`src/rtl/pht_pkg.sv`:
```
// Shared definitions for the pattern-history table: counter width, counter
// encodings and the write-controller state type.
package pht_pkg;

  localparam int PHT_CNT_W = 2;

  localparam logic [PHT_CNT_W-1:0] SNT = 2'b00;
  localparam logic [PHT_CNT_W-1:0] WNT = 2'b01;
  localparam logic [PHT_CNT_W-1:0] WT  = 2'b10;
  localparam logic [PHT_CNT_W-1:0] ST  = 2'b11;

  typedef enum logic [1:0] {
    SWEEP = 2'd0,
    RUN   = 2'd1,
    DRAIN = 2'd2
  } pht_state_e;

endpackage

```
`src/rtl/sat_cnt2_next.sv`:
```
// Next-state function of a 2-bit saturating branch counter. Shared with the
// front-end speculative-history logic, so it stays purely combinational.
module sat_cnt2_next
  import pht_pkg::*;
(
  input  logic [PHT_CNT_W-1:0] cnt,
  input  logic                 taken,
  output logic [PHT_CNT_W-1:0] next
);

  // Saturate at ST when taken and at SNT when not taken; never wrap.
  always_comb begin
    next = cnt;
    if (taken) begin
      if (cnt != ST) next = cnt + 2'd1;
    end else begin
      if (cnt != SNT) next = cnt - 2'd1;
    end
  end

endmodule

```
`src/rtl/pht_cnt_writer.sv`:
```
// Write-side controller for the PHT LUTRAM: sweeps every entry to INIT_VAL
// after reset or clear, then applies branch updates as a 2-stage read-modify-write.
module pht_cnt_writer
  import pht_pkg::*;
#(
  parameter int                   AW       = 5,
  parameter logic [PHT_CNT_W-1:0] INIT_VAL = WNT
) (
  input  logic                 clk,
  input  logic                 rst_n,
  input  logic                 clear_i,
  input  logic                 upd_valid_i,
  output logic                 upd_ready_o,
  input  logic [AW-1:0]        upd_idx_i,
  input  logic                 upd_taken_i,
  output logic [AW-1:0]        ram_ra_o,
  input  logic [PHT_CNT_W-1:0] ram_rd_i,
  output logic                 ram_we_o,
  output logic [AW-1:0]        ram_wa_o,
  output logic [PHT_CNT_W-1:0] ram_wd_o,
  output logic                 init_busy_o
);

  localparam logic [AW-1:0] LAST_IDX = {AW{1'b1}};

  pht_state_e           state;
  logic [AW-1:0]        sweep_cnt;
  logic                 s1_v;
  logic [AW-1:0]        s1_idx;
  logic                 s1_taken;
  logic                 s2_v;
  logic                 accept;
  logic                 bypass;
  logic [PHT_CNT_W-1:0] cnt;
  logic [PHT_CNT_W-1:0] cnt_next;

  assign upd_ready_o = (state == RUN) && !clear_i;
  assign accept      = upd_valid_i && upd_ready_o;
  assign init_busy_o = (state != RUN);
  assign ram_ra_o    = s1_idx;

  // The registered write port doubles as the S2 idx/data; its write lands one
  // edge after S1 reads, so a same-index S1 must take the S2 value instead.
  assign bypass = s2_v && (ram_wa_o == s1_idx);
  assign cnt    = bypass ? ram_wd_o : ram_rd_i;

  sat_cnt2_next u_next (
    .cnt   (cnt),
    .taken (s1_taken),
    .next  (cnt_next)
  );

  always_ff @(posedge clk or negedge rst_n) begin
    if (!rst_n) begin
      state     <= SWEEP;
      sweep_cnt <= '0;
      s1_v      <= 1'b0;
      s1_idx    <= '0;
      s1_taken  <= 1'b0;
      s2_v      <= 1'b0;
      ram_we_o  <= 1'b1;
      ram_wa_o  <= '0;
      ram_wd_o  <= INIT_VAL;
    end else begin
      s1_v <= accept;
      if (accept) begin
        s1_idx   <= upd_idx_i;
        s1_taken <= upd_taken_i;
      end

      case (state)
        SWEEP: begin
          if (sweep_cnt == LAST_IDX) begin
            state    <= RUN;
            ram_we_o <= 1'b0;
            s2_v     <= 1'b0;
          end else begin
            sweep_cnt <= sweep_cnt + AW'(1);
            ram_we_o  <= 1'b1;
            ram_wa_o  <= sweep_cnt + AW'(1);
            ram_wd_o  <= INIT_VAL;
          end
        end

        RUN, DRAIN: begin
          s2_v     <= s1_v;
          ram_we_o <= s1_v;
          if (s1_v) begin
            ram_wa_o <= s1_idx;
            ram_wd_o <= cnt_next;
          end
          // Leaving DRAIN only once both stages are empty lets in-flight
          // updates commit before the sweep overwrites them.
          if (state == RUN && clear_i) begin
            state <= DRAIN;
          end else if (state == DRAIN && !s1_v && !s2_v) begin
            state     <= SWEEP;
            sweep_cnt <= '0;
            ram_we_o  <= 1'b1;
            ram_wa_o  <= '0;
            ram_wd_o  <= INIT_VAL;
          end
        end

        default: state <= SWEEP;
      endcase
    end
  end

endmodule

```
`config.mk`:
```
export PLATFORM = sky130hd
export DESIGN_NAME = pht_cnt_writer
export DESIGN_NICKNAME = d
export VERILOG_FILES = /design/src/rtl/pht_pkg.sv /design/src/rtl/sat_cnt2_next.sv /design/src/rtl/pht_cnt_writer.sv
export SDC_FILE = /design/constraint.sdc
export NUM_CORES = 1
export LEC_CHECK = 0
export ABC_CLOCK_PERIOD_IN_PS = 2920
export BUFFER_PORTS_ARGS = -buffer_cell sky130_fd_sc_hd__buf_2
export CORE_MARGIN = 2
export CORE_UTILIZATION = 25
export CTS_CLUSTER_DIAMETER = 100
export DETAILED_ROUTE_END_ITERATION = 10
export PLACE_DENSITY_LB_ADDON = 0.12
export SYNTH_ARGS = -nofsm -noshare
export SYNTH_HDL_FRONTEND = slang
export SYNTH_SLANG_ARGS = --single-unit
```
`constraint.sdc`:
```
create_clock -name clk -period 2.92 [get_ports clk]
set_input_delay 0.73 -clock clk [delete_from_list [all_inputs] [get_ports clk]]
set_output_delay 0.73 -clock clk [all_outputs]
set_load 0.02 [all_outputs]
```
After elaboration in Yosys (flattened, before gate mapping)
Index checks and enable logic that the tools add are counted.
{"block": "word_totals", "reg_bits": 23, "out_inout_bits": 15, "elab_cells": 67}
{"block": "op_classes", "addsub": 3, "eq_ne": 11, "mux": 27, "n_reduce_logical": 17}
{"op": "5-bit two-way mux", "count": 6}
{"op": "2-bit two-way mux", "count": 11}
{"op": "5-bit case mux with 2 select lines", "count": 2}
{"op": "2-bit inequality test (second input constant)", "count": 5}
{"op": "2-bit case mux with 2 select lines", "count": 2}
{"op": "1-bit logical AND", "count": 6}
{"op": "2-bit AND reduction", "count": 3}
{"op": "5-bit by 1-bit adder with 5-bit output (second input constant)", "count": 1}
{"op": "5-bit equality test", "count": 1}
{"op": "5-bit equality test (second input constant)", "count": 1}
{"op": "1-bit two-way mux", "count": 4}
{"op": "1-bit case mux with 2 select lines", "count": 2}
{"op": "4-bit AND reduction", "count": 1}
{"op": "2-bit nonzero test", "count": 2}
{"op": "1-bit zero test", "count": 3}
{"op": "3-bit inequality test (second input constant)", "count": 1}
{"op": "2-bit by 1-bit adder with 2-bit output (second input constant)", "count": 1}
{"op": "2-bit by 1-bit equality test with 1-bit output (second input constant)", "count": 1}
{"op": "2-bit equality test (second input constant)", "count": 1}
{"op": "2-bit zero test", "count": 1}
{"op": "2-bit by 1-bit inequality test with 1-bit output (second input constant)", "count": 1}
{"op": "2-bit OR reduction", "count": 1}
{"op": "2-bit by 1-bit subtractor with 2-bit output (second input constant)", "count": 1}

Depth between registers and ports, before layout
{"block": "depth", "ltp_word": 10, "depth_mapped": 9}

By module
From an unflattened synthesis, not the netlist that was laid out.
{"block": "unflattened", "hier_cells": 125, "area_unflattened_um2": 1286.2}
{"module": "pht_cnt_writer", "instances": 1, "cells_per_inst": 122, "area_per_inst_um2": 1260.0}
{"module": "sat_cnt2_next", "instances": 1, "cells_per_inst": 3, "area_per_inst_um2": 26.3}

Worst setup path before layout
Ideal clock, no wire load.
{"block": "synth_timing", "path_kind": "register -> register", "from": "register sweep_cnt[0]", "to": "register ram_wd_o[1]", "arrival_time_ps": 2020, "t_required_ps": 2784, "path_slack_ps": 764, "path_stages_with_launch": 10, "period_less_slack_ps": 2156, "cell_sequence": "dfrtp_1 -> ha_1 -> and3_1 -> ha_1 -> buf_2 -> nand2_1 -> o21ai_1 -> o21bai_2 -> a2111oi_1 -> nor3_1"}
{"block": "synth_via", "elab_chain_len": 3}
{"item": "start, declared", "line_no": "pht_cnt_writer.sv:27", "text": "logic [AW-1:0] sweep_cnt;"}
{"item": "start signal, assigned", "line_no": "pht_cnt_writer.sv:78", "text": "sweep_cnt <= sweep_cnt + AW'(1);"}
{"item": "5-bit equality test", "line_no": "pht_cnt_writer.sv:73", "text": "if (sweep_cnt == LAST_IDX) begin"}
{"item": "2-bit inequality test (no source line)"}
{"item": "2-bit AND reduction (no source line)"}
{"item": "end signal, assigned", "line_no": "pht_cnt_writer.sv:90", "text": "ram_wd_o <= cnt_next;"}
{"item": "end, declared", "line_no": "pht_cnt_writer.sv:20", "text": "output logic [PHT_CNT_W-1:0] ram_wd_o,"}
Every way passes these cells.
A chain may end at the register's enable or synchronous reset.

Worst setup path in the final report
Same ends and word-level chain as after synthesis.

==> metrics.md <==
| Metric | Value |
|---|---|
| Endpoints failing setup | 0 |
| Setup TNS Final | 0 ns |
| # hold bufs at CTS | 0 |
| CP peak stage delay | 0.50 ns |
| FFs w/ async S/R, synth | 100.0% |
| Worst ir drop on vdd | 0.3697 mV |
| CTS max path bufs | 2 |
| CP Buf/Inv Count | 0 |
| Antenna violations before repair | 0 |
| Chip height | 77.18 µm |
| Tcrit/Tclk final | 83.85% |
| Synth Flop Type | dfrtp_1 |
| Post-CTS Setup Bufs | 0 |
| Power density cells | 1089 nW/µm² |
| CP Launch Type | register |
| Avg Inst Size Synth | 9.563 µm² |
| Non-Filler Instances | 237 |
| Critical path's top delay family | compound AO/OA/AOI/OAI gates |
| Worst hold-check path type | primary input to async pin |
| Metal-1 WL | 1.623 mm |
| Unrepaired setup endpoints after global routing | false |
| Max Clock Freq | 408.4 MHz |
| CP max FO | 9 |
| DP Cell Count | 233 |
| Largest net degree at the start of global routing | 24 |
| Crit-path most repeated cell | ha_1 |
| DP Area | 1546 µm² |
| Final WL | 3.259 mm |
| CTS HTree Levels | 1 |
| # diodes | 0 |
| Placeable Area | 5140 µm² |
| Ratio of cells with drive above 1 in the final layout | 26.95% |
| Final number of hold-violating endpoints | 0 |
| Top Ports | 27 |
| WL per Instance | 13.75 µm |
| Clk Tree Root Cell | clkbuf_8 |
| DIE WIDTH | 77.18 µm |
| Critical path class | register to register |
| Cts bufs inserted | 3 |
| Initial core utilization | 26.05% |
| Post-DP HPWL | 2.471 mm |
| Worst-path clk slew | 0.09 ns |
| Arrival time worst endpoint | 2.59 ns |
| Fin crit period | 2.448 ns |
| Top-area cell type share of the netlist area | 39.25% |
| Final Wtd Congestion | 0.8171 |
| Number of fill cells | 576 |
| TritonCTS clock tree | built |
| Mapped Cells | 140 |
| WP data required | 3.06 ns |
| Yosys reg bits | 23 |
| CP Cell Sequence | ha_1 > and3_1 > ha_1 > nand2_1 > o21ai_1 > o21bai_2 > a2111oi_0 > nor3_1 |
| Initial DRC Count | 44 |
| I/O Buffers | 26 |
| Fin. max-slew vios | 0 |
| Post-synthesis sequential area ratio | 43.18% |
| Vias in the first global route | 1153 |
| Netlist cell types | 43 |
| Clock Sink Count | 23 |
| Met2 wire len | 1.449 mm |
| Rows | 26 |
| Routed Antenna Nets | 0 |
| Post-synth EDFFs | 0 |
| Worst setup EP type | register |
| GRT Overall Usage | 11.72% |
| GR Overflow Total | 0 |
| Via/cell ratio | 4.793 |
| Synth Cell Area | 1339 µm² |
| Cell taking the most area after synthesis | dfrtp_1 |
| Top routing layer in use | met4 |
| Synth area leaders | dfrtp_1 (39%), ha_1 (5.6%), nand2_1 (5.0%) |
| Post-route cell area | 1595 µm² |
| CP max-delay cell | a2111oi_0 |
| Vias post-DR | 1136 |
| WL met3 | 170 µm |
| Skew-Pair Late Insertion Delay | 0.27 ns |
| Most numerous cell in the Yosys netlist | dfrtp_1 |
| Cts repair resizes | 0 |
| Min Hold Slack | 0.4323 ns |
| Leakage power | 0.7251 nW |
| Synthesized Nets | 158 |
| Synthesis Warnings | 0 |
| Die area | 5957 µm² |
| Slew @ Worst Pin | 0.5432 ns |
| Post-synth top cells | dfrtp_1 (21), nand2_1 (18), o21ai_0 (10) |
| Status | finished, final reports clean |
| Drt pass-1 iters | 4 |
| First-pass GRT wire length | 5.651 mm |
| Nets | 186 |
| Max Cap Viol | 0 |
| Drc violations | 0 |
| Layout Skew | 0.004560 ns |
| Slew HR | 63.79% |
| P&R area growth vs syn | 19.16% |
==> where the power goes <==
part / switching, W / leakage, nW / internal (W)
sequential: 0.000150 / 0.288 / 0.000447
clock: 0.000110 / 0.0217 / 0.0000967
combinational: 0.000550 / 0.416 / 0.000383
total: 0.000810 / 0.725 / 0.000927
==> cell type report <==
class | count | area (µm²) | area share, %
Clock inverter | 1 | 7.507 | 0.4706
Multi-Input combinational cell | 105 | 713.2 | 44.71
Clock buffer | 3 | 41.29 | 2.588
Tap cell | 70 | 87.58 | 5.490
Sequential cell | 23 | 578.1 | 36.24
Inverter | 8 | 30.03 | 1.882
Timing Repair Buffer | 27 | 137.6 | 8.627
==> layout by cell type, fill, tap and decap left out, drive strengths merged, types with 2 or more instances in the layout <==
cell | Yosys | final
nand2 | 18 | 18
o21ai | 12 | 12
a21oi | 8 | 8
a221o | 2 | 2
mux2 | 6 | 6
a31oi | 2 | 2
clkbuf | 2 | 3
nand3 | 3 | 3
nand2b | 3 | 3
nor2 | 8 | 8
dfrtp | 21 | 21
or4 | 2 | 2
ha | 6 | 6
a32oi | 2 | 2
xnor2 | 6 | 6
nand4 | 3 | 3
a2111oi | 2 | 2
buf | 2 | 27
nor3 | 3 | 3
o21a | 2 | 2
dfstp | 2 | 2
and3 | 3 | 3
inv | 8 | 8
==> worst register-to-register path, stage by stage (launching register included) <==
cell,delay (ns)
dfrtp_1,0.43
ha_1,0.27
and3_1,0.20
ha_1,0.28
nand2_1,0.14
o21ai_1,0.10
o21bai_2,0.30
a2111oi_0,0.50
nor3_1,0.09
==> final timing paths <==
check                        startpoint      endpoint  slack, ns  cells after the start
setup / recovery           sweep_cnt[0]   ram_wd_o[1]       0.47                      8
hold / removal                    rst_n  sweep_cnt[1]       0.43                      1
setup reg to reg           sweep_cnt[0]   ram_wd_o[1]       0.47                      8
hold reg to reg                ram_we_o      ram_we_o       0.49                      2
max in group asynchronous         rst_n   ram_wd_o[0]       2.11                      1
min in group clk               ram_we_o      ram_we_o       0.49                      2
==> sequential cells by signal, summed over array words and instances (netlist names) <==
signal,cells
ram_ra_o,5
ram_wa_o,5
ram_wd_o,2
ram_we_o,1
s1_taken,1
s1_v,1
s2_v,1
state,2
sweep_cnt,5
==> per-stage QoR <==
step	util [%]	power (W)	setup WS, ns
3_3_place_gp	30.09	0.001549	0.6285
4_1_cts	31.04	0.001764	0.4515
5_1_grt	31.04	0.001917	0.3024
2_1_floorplan	-	0.001269	0.7636
6_report	31.04	0.001737	0.4715
3_5_place_dp	30.09	0.001542	0.4944
==> cells by family (layout without fill, tap and decap cells) <==
family          Yosys count  count (layout)  synth area share, %
xor+xnor                  7               7                5.140
flops                    23              23                43.18
mux                       6               6                5.046
simple gates             49              49                19.07
fa+ha+maj                 6               6                5.607
compound gates           37              37                18.41
buf+inv                  12              39                3.552
==> routing by layer <==
metal  up-vias  track usage [%]
met4         0            2.143
met1       547            16.78
met3         2            3.059
met2        26            17.91
li1        561                -
met5         -                0
Note: power is estimated with default switching activity, not from simulation.
